==> src/rtl/assert_monitor_pkg.sv <==
// Shared types and helpers for the multi-channel protocol checker.
package assert_monitor_pkg;

   typedef enum logic {
      KIND_INV = 1'b0,
      KIND_TMO = 1'b1
   } err_kind_e;

   typedef enum logic {
      IDLE = 1'b0,
      WAIT = 1'b1
   } live_state_e;

   function automatic int ch_w(input int n);
      return (n > 1) ? $clog2(n) : 1;
   endfunction

endpackage

==> src/rtl/assert_monitor_live.sv <==
// One request/acknowledge liveness window with its cycle counter.
module assert_monitor_live
   import assert_monitor_pkg::*;
#(
   parameter int TMO_W = 8
)(
   input  logic             clock,
   input  logic             reset_n,
   input  logic             live_req,
   input  logic             live_ack,
   input  logic [TMO_W-1:0] tmo_limit,
   output logic             tmo_v
);

   live_state_e      r_state;
   logic [TMO_W-1:0] r_cnt;
   logic             w_lim_zero;
   logic             w_hit;

   assign w_lim_zero = (tmo_limit == '0);

   // The ack on the expiry edge still wins, so the check waits on it.
   assign w_hit = (r_state == WAIT) & ~live_ack & ~w_lim_zero
                & (r_cnt == tmo_limit);

   assign tmo_v = w_hit;

   always_ff @(posedge clock or negedge reset_n) begin
      if (!reset_n) begin
         r_state <= IDLE;
         r_cnt   <= '0;
      end else begin
         unique case (r_state)
            IDLE: begin
               if (live_req && !w_lim_zero) begin
                  r_state <= WAIT;
                  r_cnt   <= TMO_W'(1);
               end
            end
            WAIT: begin
               if (live_ack || w_lim_zero || w_hit) begin
                  r_state <= IDLE;
                  r_cnt   <= '0;
               end else begin
                  r_cnt <= r_cnt + TMO_W'(1);
               end
            end
            default: begin
               r_state <= IDLE;
               r_cnt   <= '0;
            end
         endcase
      end
   end

endmodule

==> src/rtl/assert_monitor.sv <==
// Multi-channel invariant and liveness checker with sticky, first-failure
// and saturating-count logging plus a registered interrupt.
module assert_monitor
   import assert_monitor_pkg::*;
#(
   parameter int CH    = 4,
   parameter int TERMS = 3,
   parameter int TMO_W = 8,
   parameter int CNT_W = 8,
   parameter bit FATAL = 1'b1
)(
   input  logic                  clock,
   input  logic                  reset_n,
   input  logic [CH-1:0]         chk_en,
   input  logic [CH*TERMS-1:0]   terms,
   input  logic [CH-1:0]         live_req,
   input  logic [CH-1:0]         live_ack,
   input  logic [TMO_W-1:0]      tmo_limit,
   input  logic                  clear,
   output logic [CH-1:0]         err_sticky,
   output logic                  err_first_vld,
   output logic [ch_w(CH)-1:0]   err_first_ch,
   output logic                  err_first_kind,
   output logic [CNT_W-1:0]      err_cnt,
   output logic                  irq
);

   localparam int CHW = ch_w(CH);

   logic [CH-1:0]    w_inv;
   logic [CH-1:0]    w_tmo;
   logic [CH-1:0]    w_v;
   logic             w_any;
   logic             w_cnt_full;
   logic [CHW-1:0]   w_sel_ch;
   err_kind_e        w_sel_kind;

   logic [CH-1:0]    r_sticky;
   logic             r_first_vld;
   logic [CHW-1:0]   r_first_ch;
   err_kind_e        r_first_kind;
   logic [CNT_W-1:0] r_cnt;
   logic             r_irq;

   always_comb begin
      w_inv = '0;
      for (int c = 0; c < CH; c++) begin
         w_inv[c] = chk_en[c] & ~(|terms[c*TERMS +: TERMS]);
      end
   end

   for (genvar g = 0; g < CH; g++) begin : g_live
      assert_monitor_live #(
         .TMO_W     (TMO_W)
      ) u_live (
         .clock     (clock),
         .reset_n   (reset_n),
         .live_req  (live_req[g]),
         .live_ack  (live_ack[g]),
         .tmo_limit (tmo_limit),
         .tmo_v     (w_tmo[g])
      );
   end

   assign w_v        = w_inv | w_tmo;
   assign w_any      = |w_v;
   assign w_cnt_full = &r_cnt;

   // Scan downwards so the lowest violating channel is the one kept.
   always_comb begin
      w_sel_ch   = '0;
      w_sel_kind = KIND_INV;
      for (int c = CH - 1; c >= 0; c--) begin
         if (w_v[c]) begin
            w_sel_ch   = CHW'(c);
            w_sel_kind = w_inv[c] ? KIND_INV : KIND_TMO;
         end
      end
   end

   always_ff @(posedge clock or negedge reset_n) begin
      if (!reset_n) begin
         r_sticky     <= '0;
         r_first_vld  <= 1'b0;
         r_first_ch   <= '0;
         r_first_kind <= KIND_INV;
         r_cnt        <= '0;
         r_irq        <= 1'b0;
      end else begin
         r_irq <= |r_sticky;
         if (clear) begin
            r_sticky     <= '0;
            r_first_vld  <= 1'b0;
            r_first_ch   <= '0;
            r_first_kind <= KIND_INV;
            r_cnt        <= '0;
         end else begin
            r_sticky <= r_sticky | w_v;
            if (w_any && !w_cnt_full) begin
               r_cnt <= r_cnt + CNT_W'(1);
            end
            if (w_any && !r_first_vld) begin
               r_first_vld  <= 1'b1;
               r_first_ch   <= w_sel_ch;
               r_first_kind <= w_sel_kind;
            end
         end
      end
   end

   assign err_sticky     = r_sticky;
   assign err_first_vld  = r_first_vld;
   assign err_first_ch   = r_first_ch;
   assign err_first_kind = r_first_kind;
   assign err_cnt        = r_cnt;
   assign irq            = r_irq;

`ifndef SYNTHESIS
   logic w_printf;
   assign w_printf = 1'b1;
   logic w_stop;
   assign w_stop = 1'b1;

   always @(posedge clock) begin
      if (reset_n) begin
         for (int c = 0; c < CH; c++) begin
            if (w_printf && w_inv[c])
               $display("assert_monitor %m: ch %0d invariant violation at %0t",
                        c, $time);
            if (w_printf && w_tmo[c])
               $display("assert_monitor %m: ch %0d liveness timeout at %0t",
                        c, $time);
         end
         if (FATAL && w_stop && w_any)
            $fatal(1, "assert_monitor %m: stopping on violation");
      end
   end
`endif

endmodule
==> config.mk <==
export PLATFORM = sky130hd
export DESIGN_NAME = assert_monitor
export DESIGN_NICKNAME = d
export VERILOG_FILES = /design/src/rtl/assert_monitor_pkg.sv /design/src/rtl/assert_monitor_live.sv /design/src/rtl/assert_monitor.sv
export SDC_FILE = /design/constraint.sdc
export NUM_CORES = 1
export LEC_CHECK = 0
export BUFFER_PORTS_ARGS = -buffer_cell sky130_fd_sc_hd__buf_4
export CORE_MARGIN = 2
export CORE_UTILIZATION = 35
export CTS_BUF_LIST = sky130_fd_sc_hd__clkbuf_16
export DETAILED_ROUTE_END_ITERATION = 10
export PLACE_DENSITY = 0.5
export SETUP_SLACK_MARGIN = 0.2
export SLEW_MARGIN = 20
export SYNTH_ARGS = -nofsm -noshare
export SYNTH_HDL_FRONTEND = slang
export SYNTH_SLANG_ARGS = --single-unit
==> constraint.sdc <==
create_clock -name clock -period 3.7 [get_ports clock]
set_input_delay 0.185 -clock clock [delete_from_list [all_inputs] [get_ports clock]]
set_output_delay 0.185 -clock clock [all_outputs]
set_load 0.02 [all_outputs]
==> metrics.yaml <==
yosys:
  synth_cells: 348
  synth_area_leaders: "dfrtp_1 41%, xor2_1 6.0%, xnor2_1 5.2%"
  syn-num-nets: 388
  synth_top_cell_by_area: "dfrtp_1"
  yosys_warnings: 0
  synth_edf_count: 0
  seq_area_frac_synth: 0.412
  yosysMostFrequentCell: "dfrtp_1"
  synthArstFlopShare: 1.00
  synth-seq-cells: 53
  ys.flop_type: "dfrtp_1"
  synth_common_cells: "53 x dfrtp_1, 31 x o21ai_0, 30 x a21oi_1"
  avgSynthCellArea_um2: 9.25
  synth_top_area_share: 0.412
  syn_area_um2: 3220
  synth.distinct_cells: 46
sta:
  fin_crit_sh: 0.702
  setup_viol: 0
  hold_viol_final: 0
  fin_hold_ws_ns: 0.211
  rsz0062_at_grt: "false"
  worst_slew_pin_slew_ns: 0.766
  fmax_mhz: 385
  period_needed_ns: 2.60
  max_slew_margin: 0.482
  slew_violations: 0
  tns_ns: 0
  fin_skew_ns: 0.00851
cells_and_area:
  final_util: 0.434
  drive_above_1_share: 0.172
  diodes: 0
  area_delta_synth_final_pct: 18.9
  fin_nets: 435
  nFillCells: 863
  final_area_um2: 3830
  finalNonFillerCells: 503
routing:
  num_vias: 2674
  wirelength_um: 8140
  wl_met2_um: 3660
  drtIter0Drc: 92
  drc: 0
  routed.top_layer: "met4"
  dr.pass1.iters: 4
  post_drt_wl_per_cell_um: 16.2
  met1_length_um: 4130
  antenna_left: 0
  route.met3.wl_um: 288
  viasPerCell: 5.32
critical_path:
  crit_fanout: 10
  rr_endpoint: "err_cnt[0]$_DFFE_PN0P_"
  r2r_slack_ns: 1.10
  reg2reg_depth: 6
  r2r_start: "g_live[0].u_live.r_cnt[0]$_DFFE_PN0P_"
  arrival_ns: 2.77
  required_ns: 3.87
  end_kind: "register"
  cp-start-kind: "register"
  worstSetupPathType: "reg2reg"
clock_tree:
  cts_hold_buf: 1
  clockBufferDepth: 2
  cts_max_level: 2
  post_cts_resized: 0
  root_buffer: "clkbuf_16"
  cts_tree: "done"
  clock_latency_ns: 0.29
  postCtsSetupRepairBufs: 0
  path_clk_slew_ns: 0.07
  cts_sinks: 53
  cts_buffers: 5
pwr:
  peakVddDrop_v: 0.000204
  pwr-share-clk: 0.328
  power_switching_mw: 0.397
  p_leak_nw: 1.72
  p_comb_frac: 0.186
  swShare: 0.290
  p_int_mw: 0.971
  power_frac_seq: 0.486
  power.density_nw_per_um2: 358
min_path:
  hp-class: "in2reg"
  min_delay_worst_endpoint: "g_live[2].u_live.r_cnt[0]$_DFFE_PN0P_"
  min_from: "live_req[2]"
  holdPathStages: 3
global_route:
  track_usage: 0.169
  grt_pass1_vias: 2582
  antenna_found_initial: 0
  grt_pass1_wl_um: 13400
  grt_overflow_total: 0
  grt_start_max_net_pins: 54
placement:
  dp_hpwl_um: 5950
  portBuffers: 51
  dp_cells: 495
  dpl_cell_area_um2: 3680
  gp_congestion: 0.802
die:
  die_area_um2: 9980
  die_h_um: 99.9
  core_area_um2: 8810
  pin_count: 52
  fp-row-count: 34
  dieWidth_um: 99.9
  initial_utilization: 0.365
status:
  status: "complete, no violations"
flow_run:
  max-cap-violations: 0
## per-layer routing
layer,GRT usage,up-vias
met5,0,-
met4,0.0348,0
met3,0.0272,5
met2,0.266,46
met1,0.248,1295
li1,-,1328
## per-stage QoR
step / setup WS [ns] / power (mW)
after floorplan: 1.58 / 0.829
after detailed placement: 1.07 / 0.931
final: 1.10 / 1.37
after global routing: 0.840 / 1.45
after global placement: 1.06 / 0.928
after CTS: 1.04 / 1.39
## worst max-delay path by stage
stage / from / end / slack (ns) / cells after the start
after global placement: g_live[0].u_live.r_cnt[5]$_DFFE_PN0P_ / err_cnt[0]$_DFFE_PN0P_ / 1.06 / 6
after detailed placement: g_live[0].u_live.r_cnt[5]$_DFFE_PN0P_ / err_cnt[4]$_DFFE_PN0P_ / 1.07 / 6
after CTS: g_live[0].u_live.r_cnt[5]$_DFFE_PN0P_ / err_cnt[0]$_DFFE_PN0P_ / 1.04 / 6
final: g_live[0].u_live.r_cnt[0]$_DFFE_PN0P_ / err_cnt[0]$_DFFE_PN0P_ / 1.10 / 6
after floorplan: g_live[1].u_live.r_cnt[6]$_DFFE_PN0P_ / err_cnt[0]$_DFFE_PN0P_ / 1.58 / 7
after global routing: g_live[0].u_live.r_cnt[5]$_DFFE_PN0P_ / err_cnt[0]$_DFFE_PN0P_ / 0.84 / 6
## cell usage in the layout (no fill, tap or decap), types with 7 or more instances in the layout
cell,Yosys,layout
dfrtp_1,53,53
buf_4,1,53
o21ai_0,31,31
a21oi_1,30,30
nor2_1,29,29
xor2_1,22,22
xnor2_1,19,19
nand2_1,19,19
nand3_1,16,16
and3_1,14,14
inv_1,11,12
nand2b_1,11,11
nor2b_1,9,9
nand4_1,7,7
nor4_1,7,7
mux2_1,7,7
## critical path: stages, from the launching register on
cell and delay [ns]:
dfrtp_1 0.44, xor2_1 0.17, nor4_1 0.65, a31oi_1 0.29, and2_1 0.37, a21boi_2 0.23, mux2_1 0.34
## cells by family (layout without fill, tap and decap cells)
kind of cell | after synthesis | count (layout) | share of synthesized area
AND/OR/NAND/NOR | 124 | 124 | 0.214
AO/OA/AOI/OAI | 88 | 88 | 0.167
flip-flops | 53 | 53 | 0.412
XOR/XNOR | 41 | 41 | 0.112
buffers and inverters | 25 | 72 | 0.0358
multiplexers | 12 | 12 | 0.0400
adder cells (fa/ha/maj) | 5 | 5 | 0.0194
## cell type report
cell class,instances,area [um2],share of cell area
Multi-Input combinational cell,270,1780,0.466
Sequential cell,53,1330,0.347
Timing Repair Buffer,54,408,0.107
Tap cell,108,135,0.0353
Clock buffer,5,125,0.0327
Inverter,11,41.3,0.0108
Clock inverter,2,7.51,0.00196
## power groups by stage
stage                     clock network (mW)  registers (mW)  logic [mW]
after detailed placement                   0           0.675       0.256
after global placement                     0           0.676       0.252
after CTS                              0.463           0.665       0.258
final                                  0.449           0.665       0.255
after global routing                   0.488           0.672       0.286
after floorplan                            0           0.669       0.160
## registers in the layout, indices dropped and copies added, names as in the netlist
signal / count
err_first_kind: 1
err_first_ch: 2
err_cnt: 8
irq: 1
err_sticky: 4
g_live.u_live.r_state: 4
err_first_vld: 1
g_live.u_live.r_cnt: 32
Power figures use the tool's default switching activity.
